==> src/rtl/fadd_pipe.sv <==
// fadd_pipe: three-stage pipelined binary32 adder (x1 + x2).
// Stage 1 unpacks and aligns. Stage 2 adds and normalizes. Stage 3 rounds
// to nearest-even and selects special results. All stages advance together
// whenever the output register is empty or being drained.
module fadd_pipe (
    input  logic        clk,
    input  logic        rst,
    input  logic        in_valid,
    output logic        in_ready,
    input  logic [31:0] x1,
    input  logic [31:0] x2,
    output logic        out_valid,
    input  logic        out_ready,
    output logic [31:0] y,
    output logic        ovf
);

    logic        adv;
    logic        v1, v2, v3;

    assign adv       = ~v3 | out_ready;
    assign in_ready  = adv;
    assign out_valid = v3;

    // ---------------- stage 1: unpack, classify, swap, align ----------------
    logic        s_a, s_b;
    logic [7:0]  e_a, e_b;
    logic [22:0] f_a, f_b;
    logic        nan_a, nan_b, inf_a, inf_b;
    logic [8:0]  ee_a, ee_b;
    logic [23:0] m_a, m_b;
    logic        swap;
    logic        sbig_c, ssmall_c;
    logic [8:0]  ebig_c, esmall_c, ediff;
    logic [23:0] mbig_c, msmall_c;
    logic [4:0]  shamt;
    logic [57:0] align_ext;
    logic [26:0] mb_c, ms_c;
    logic        st_c;
    logic        sp_c;
    logic [31:0] spy_c;

    // Unpack both operands, order them by magnitude and align the smaller one.
    always_comb begin
        s_a   = x1[31];
        e_a   = x1[30:23];
        f_a   = x1[22:0];
        s_b   = x2[31];
        e_b   = x2[30:23];
        f_b   = x2[22:0];
        nan_a = (e_a == 8'hFF) && (f_a != 23'd0);
        nan_b = (e_b == 8'hFF) && (f_b != 23'd0);
        inf_a = (e_a == 8'hFF) && (f_a == 23'd0);
        inf_b = (e_b == 8'hFF) && (f_b == 23'd0);
        // Subnormals use effective exponent 1 with a zero hidden bit.
        ee_a  = (e_a == 8'd0) ? 9'd1 : {1'b0, e_a};
        ee_b  = (e_b == 8'd0) ? 9'd1 : {1'b0, e_b};
        m_a   = {(e_a != 8'd0), f_a};
        m_b   = {(e_b != 8'd0), f_b};

        // Magnitude order of binary32 matches integer order of bits [30:0].
        swap     = x2[30:0] > x1[30:0];
        sbig_c   = swap ? s_b  : s_a;
        ssmall_c = swap ? s_a  : s_b;
        ebig_c   = swap ? ee_b : ee_a;
        esmall_c = swap ? ee_a : ee_b;
        mbig_c   = swap ? m_b  : m_a;
        msmall_c = swap ? m_a  : m_b;

        ediff = ebig_c - esmall_c;
        shamt = (ediff > 9'd31) ? 5'd31 : ediff[4:0];

        // Extra 31 low bits catch everything shifted past the round bit.
        align_ext = {1'b0, msmall_c, 2'b00, 31'd0} >> shamt;
        ms_c      = align_ext[57:31];
        st_c      = |align_ext[30:0];
        mb_c      = {1'b0, mbig_c, 2'b00};

        sp_c  = 1'b1;
        spy_c = 32'd0;
        if (nan_a)
            spy_c = {s_a, 8'hFF, 1'b1, f_a[21:0]};
        else if (nan_b)
            spy_c = {s_b, 8'hFF, 1'b1, f_b[21:0]};
        else if (inf_a && inf_b && (s_a != s_b))
            spy_c = 32'hFFC0_0000;
        else if (inf_a)
            spy_c = x1;
        else if (inf_b)
            spy_c = x2;
        else
            sp_c = 1'b0;
    end

    logic        sp1, sb1, ss1, st1;
    logic [31:0] spy1;
    logic [8:0]  eb1;
    logic [26:0] mb1, ms1;

    // Stage 1 register.
    always_ff @(posedge clk or posedge rst) begin
        if (rst) begin
            v1   <= 1'b0;
            sp1  <= 1'b0;
            spy1 <= 32'd0;
            sb1  <= 1'b0;
            ss1  <= 1'b0;
            eb1  <= 9'd1;
            mb1  <= 27'd0;
            ms1  <= 27'd0;
            st1  <= 1'b0;
        end else if (adv) begin
            v1   <= in_valid;
            sp1  <= sp_c;
            spy1 <= spy_c;
            sb1  <= sbig_c;
            ss1  <= ssmall_c;
            eb1  <= ebig_c;
            mb1  <= mb_c;
            ms1  <= ms_c;
            st1  <= st_c;
        end
    end

    // ---------------- stage 2: add/subtract and normalize ----------------
    logic [27:0] sum_c;
    logic [4:0]  lz;
    logic [8:0]  lshift;
    logic [27:0] norm_ext;
    logic [26:0] r_c;
    logic        sk_c;
    logic [8:0]  e2_c;
    logic        sg_c;

    // Sticky rides as the lowest bit so a subtraction borrows through it.
    always_comb begin
        if (sb1 == ss1)
            sum_c = {mb1, 1'b0} + {ms1, st1};
        else
            sum_c = {mb1, 1'b0} - {ms1, st1};

        lz = 5'd26;
        for (int i = 0; i < 26; i++) begin
            if (sum_c[1 + i])
                lz = 5'(25 - i);
        end

        lshift   = 9'd0;
        norm_ext = sum_c;
        if (sum_c[27]) begin
            r_c  = {1'b0, sum_c[27:2]};
            sk_c = sum_c[1] | sum_c[0];
            e2_c = eb1 + 9'd1;
        end else begin
            // Never shift the exponent below 1; what remains is subnormal.
            lshift   = ({4'd0, lz} < (eb1 - 9'd1)) ? {4'd0, lz} : (eb1 - 9'd1);
            norm_ext = sum_c << lshift;
            r_c      = norm_ext[27:1];
            sk_c     = norm_ext[0];
            e2_c     = norm_ext[26] ? (eb1 - lshift) : 9'd0;
        end

        // Exact cancellation gives +0 unless both operands were negative.
        sg_c = (sum_c == 28'd0) ? (sb1 & ss1) : sb1;
    end

    logic        sp2, sg2, sk2;
    logic [31:0] spy2;
    logic [8:0]  e2;
    logic [26:0] r2;

    // Stage 2 register.
    always_ff @(posedge clk or posedge rst) begin
        if (rst) begin
            v2   <= 1'b0;
            sp2  <= 1'b0;
            spy2 <= 32'd0;
            sg2  <= 1'b0;
            e2   <= 9'd0;
            r2   <= 27'd0;
            sk2  <= 1'b0;
        end else if (adv) begin
            v2   <= v1;
            sp2  <= sp1;
            spy2 <= spy1;
            sg2  <= sg_c;
            e2   <= e2_c;
            r2   <= r_c;
            sk2  <= sk_c;
        end
    end

    // ---------------- stage 3: round and select ----------------
    logic        inc;
    logic [24:0] m25;
    logic [8:0]  e3;
    logic [22:0] frac;
    logic [31:0] y_c;
    logic        ovf_c;

    // Round to nearest-even, fix up exponent, then pick special or overflow.
    always_comb begin
        inc  = r2[1] & (r2[0] | sk2 | r2[2]);
        m25  = {1'b0, r2[25:2]} + {24'd0, inc};
        e3   = e2;
        frac = m25[22:0];
        if (m25[24]) begin
            e3   = e2 + 9'd1;
            frac = m25[23:1];
        end else if ((e2 == 9'd0) && m25[23]) begin
            // Subnormal rounded up into the smallest normal.
            e3 = 9'd1;
        end

        y_c   = {sg2, e3[7:0], frac};
        ovf_c = 1'b0;
        if (sp2) begin
            y_c = spy2;
        end else if (e3 >= 9'd255) begin
            y_c   = {sg2, 8'hFF, 23'd0};
            ovf_c = 1'b1;
        end
    end

    // Output register; holds while the consumer stalls.
    always_ff @(posedge clk or posedge rst) begin
        if (rst) begin
            v3  <= 1'b0;
            y   <= 32'd0;
            ovf <= 1'b0;
        end else if (adv) begin
            v3  <= v2;
            y   <= y_c;
            ovf <= ovf_c;
        end
    end

endmodule

==> config.mk <==
export PLATFORM = sky130hd
export DESIGN_NAME = fadd_pipe
export DESIGN_NICKNAME = d
export VERILOG_FILES = /design/src/rtl/fadd_pipe.sv
export SDC_FILE = /design/constraint.sdc
export NUM_CORES = 1
export LEC_CHECK = 0
export BUFFER_PORTS_ARGS = -buffer_cell sky130_fd_sc_hd__buf_2
export CAP_MARGIN = 20
export CORE_MARGIN = 5
export CORE_UTILIZATION = 47
export CTS_BUF_LIST = sky130_fd_sc_hd__clkbuf_4 sky130_fd_sc_hd__clkbuf_8
export DETAILED_ROUTE_END_ITERATION = 12
export HOLD_SLACK_MARGIN = 0.12
export MAX_ROUTING_LAYER = met4
export SLEW_MARGIN = 20
export SYNTH_ARGS = -nofsm -noshare
export SYNTH_HDL_FRONTEND = slang
export SYNTH_SLANG_ARGS = --single-unit
==> constraint.sdc <==
create_clock -name clk -period 10.35 [get_ports clk]
set_input_delay 1.035 -clock clk [delete_from_list [all_inputs] [get_ports clk]]
set_output_delay 1.035 -clock clk [all_outputs]
set_load 0.01 [all_outputs]
==> run_results.csv <==
group,metric,value,unit
clock_tree,cts_setup_buffers,0,
final_layout,instances_no_fill,2642,
final_layout,fillers,3564,
final_layout,final_area,18700,um^2
setup_path,rrSetupSlack,2.30,ns
synth,synth_top_cell_area_share,28.6,%
setup_path,cpMostUsedCell,"inv_1",
outcome,outcome,"finished clean",
synth,synth_seq_cells,200,
synth,synth_area_leader_cell,"dfrtp_1",
clock_tree,root_buffer,"clkbuf_8",
setup_path,cp_max_fo,21,
hold_path,whs_path_depth,2,
setup_path,cp-end-kind,"flop",
final_layout,area_growth,7.29,%
place,portBuffers,102,
route,initialDrtViolationCount,1516,
route,ant_nets,0,
synth,muxShareOfSynthArea,13.3,%
floorplanning,initial_core_util,47.6,%
route,drtPass1Iterations,5,
synth,synth-edff-count,0,
clock_tree,cts.hold.buffers_added,0,
grt,overflow,0,
floorplanning,die_x,203,um
clock_tree,cts_tree,"done",
grt,grtUsageTotal,29.3,%
floorplanning,coreArea,36600,um^2
clock_tree,cts.sinks,200,
clock_tree,cts_resized,0,
sta,setup_viol,0,
synth,synthCells,2137,
grt,grt_max_degree,151,
synth,synth-xor-area-share,3.51,%
setup_path,rr_worst_depth,26,
setup_path,crit_start,"st1",
synth,ys_seq_area_share,28.7,%
synth,synth.area.top_cells,"dfrtp_1 (29%), mux2i_1 (10%), ha_1 (7.6%)",
floorplanning,fp-row-count,70,
sta,hold_violations,0,
clock_tree,cts_buffer_depth,2,
grt,grt_pass1_wl,92.6,mm
setup_path,r2r-end,"r2[9]",
route,vias,16300,
clock_tree,cts_max_level,4,
final_layout,ff_latch_area,5010,um^2
setup_path,required,10.80,ns
sta,max_slew_margin,26.6,%
synth,yosys.area_share.simple,18.5,%
pwr,p_per_area,286,nW/um^2
synth,async_reset_ff_share,100,%
grt,grt_pass1_vias,15700,
synth,synth_area,17400,um^2
setup_path,critical_path_class,"flop to flop",
sta,clock-skew-final,0.0305,ns
final_layout,multi_input_area,11500,um^2
pwr,leakage,8.77,nW
synth,synth_top_family_by_area,"compound AO/OA/AOI/OAI gates",
clock_tree,cts_made_buffers,17,
pwr,finalPower,5.34,mW
place,place_area,18200,um^2
synth,synth_cell_type_count,96,
place,place_hpwl,45.9,mm
route,route.detailed.drc,0,
place,gp_congestion,1.01,
sta,final.period_utilization,77.8,%
sta,finalSetupTns,0,ns
clock_tree,path_clk_slew,0.13,ns
setup_path,start_kind,"flop",
floorplanning,die_area,41100,um^2
hold_path,min_to,"spy2[31]",
synth,synth_compound_area_share,22.7,%
run,drv_cap,0,
sta,clock.fmax,124,MHz
place,dp.cells,2603,
synth,synth_top_flop_cell,"dfrtp_1",
sta,period_needed,8.05,ns
synth,syn_area_per_cell,8.16,um^2
final_layout,fin_util,51.1,%
synth,ys_warn_count,0,
grt,antenna_found_initial,6,
sta,worstMarginPinSlew,1.10,ns
route,via_per_inst,6.17,
floorplanning,die_h,203,um
route,wl_per_cell,22.6,um
clock_tree,clock_latency,0.52,ns
route,wirelength,59.6,mm
hold_path,hold_path.startpoint,"spy1[31]",
sta,rsz0062_at_grt,"false",
sta,drv_slew,0,
pwr,vdd_drop_max,0.000138,V
setup_path,r2r_start,"st1",
final_layout,finalNetCount,2331,
final_layout,drive_above_1_share,11.2,%
setup_path,max_stage_delay,0.88,ns
hold_path,hold_path.class,"flop to flop",
setup_path,slowest_stage,"mux2i_4",
synth,synthAdderAreaFrac,7.95,%
setup_path,arrival,8.50,ns
floorplanning,io_pins,103,
-- state kept, by name (all words and copies together), names as in the netlist, 8 cells and up --
register	cells
e2	9
mb1	24
spy2	32
spy1	32
y	32
eb1	8
r2	26
ms1	26
-- cell type report --
class / count / area share, %
tap: 468 / 3.13
antenna: 7 / 0.0936
sequential: 200 / 26.8
clock inverter: 14 / 1.05
multi-input combinational: 1700 / 61.6
timing repair buffer: 126 / 3.76
inverter: 109 / 2.25
clock buffer: 18 / 1.32
-- report_power, final --
part           internal (mW)  total (mW)  switching, mW
combinational           1.29        3.44           2.16
sequential              1.05        1.33          0.280
clock                  0.218       0.566          0.348
total                   2.56        5.34           2.79
-- worst max path at each step --
stage,to,slack [ns],cells past startpoint
floorplan,st1,2.32,37
global placement,st1,2.03,27
detailed placement,st1,1.82,27
CTS,st1,2.33,31
global route,e2[7],1.77,31
finish,r2[9],2.30,26
-- cells in the final DEF, fill, tap and decap left out, types with 13 or more instances in the layout --
| master | n |
|---|---|
| a211oi_1 | 23 |
| a21o_1 | 36 |
| a21oi_1 | 134 |
| a221oi_1 | 42 |
| a31oi_1 | 14 |
| and3_1 | 15 |
| buf_2 | 102 |
| buf_4 | 23 |
| clkbuf_8 | 18 |
| dfrtp_1 | 199 |
| ha_1 | 106 |
| inv_1 | 103 |
| mux2_2 | 40 |
| mux2i_1 | 179 |
| nand2_1 | 243 |
| nand2b_1 | 17 |
| nand3_1 | 33 |
| nand4_1 | 23 |
| nor2_1 | 252 |
| nor2b_1 | 14 |
| nor3_1 | 37 |
| nor4_1 | 25 |
| o211ai_1 | 20 |
| o21a_1 | 31 |
| o21ai_0 | 117 |
| o22ai_1 | 18 |
| o31ai_1 | 13 |
| xnor2_1 | 41 |
| xor2_1 | 27 |
-- layer usage --
metal / wire length [um] / vias to the layer above / part of all wire, % / track usage (%)
met5: 0 / - / 0 / -
met4: 1820 / 0 / 3.1 / 9.17
met3: 3560 / 71 / 6.0 / 4.42
met2: 27300 / 537 / 46 / 46.3
met1: 27000 / 7914 / 45 / 39.1
li1: - / 7769 / - / -
-- critical path, delay by kind of cell, from the launching register on --
family | cells | cell delay [ns]
compound gates | 11 | 3.04
simple gates | 5 | 1.27
mux | 2 | 1.26
buf+inv | 5 | 0.84
fa+ha+maj | 2 | 0.63
flops | 1 | 0.61
xor+xnor | 1 | 0.31
-- through the flow --
step | worst slack (ns) | hold slack [ns]
global placement | 2.03 | 0.443
detailed placement | 1.82 | 0.451
CTS | 2.33 | 0.472
floorplan | 2.32 | 0.430
finish | 2.30 | 0.468
global route | 1.77 | 0.502
-- cell usage after synthesis, types with 5 or more instances --
cell,n
dfrtp_1,199
nor3_1,37
a31oi_1,14
o311ai_0,6
nand2_1,243
a311oi_1,5
o21ai_0,117
xnor2_1,41
buf_1,14
o31ai_1,13
a211oi_1,24
o21a_1,32
nand4_1,23
buf_2,16
nor2_1,253
a21oi_1,134
and2_1,5
mux2_2,40
inv_1,104
nand3_1,33
or2_2,12
o21ai_1,5
and3_1,15
o221ai_1,6
o22ai_1,18
nand2b_1,19
nor4_1,25
a221oi_1,42
a22oi_1,9
a221o_1,5
o22a_1,8
o211ai_1,20
a21o_1,36
nor2b_1,15
mux2i_1,179
a31o_1,5
o21bai_1,12
ha_1,106
a21boi_0,7
a211o_1,5
or3_1,12
xor2_1,27
clkbuf_1,96
-- cells by family (layout without fill, tap and decap cells) --
family                   count (synthesis)  after routing
AND/OR/NAND/NOR                        717            717
AO/OA/AOI/OAI                          579            579
buffers and inverters                  238            267
multiplexers                           224            224
flip-flops                             200            200
adder cells (fa/ha/maj)                109            109
XOR/XNOR                                69             69
other                                    1              9
Power figures use the tool's default switching activity.
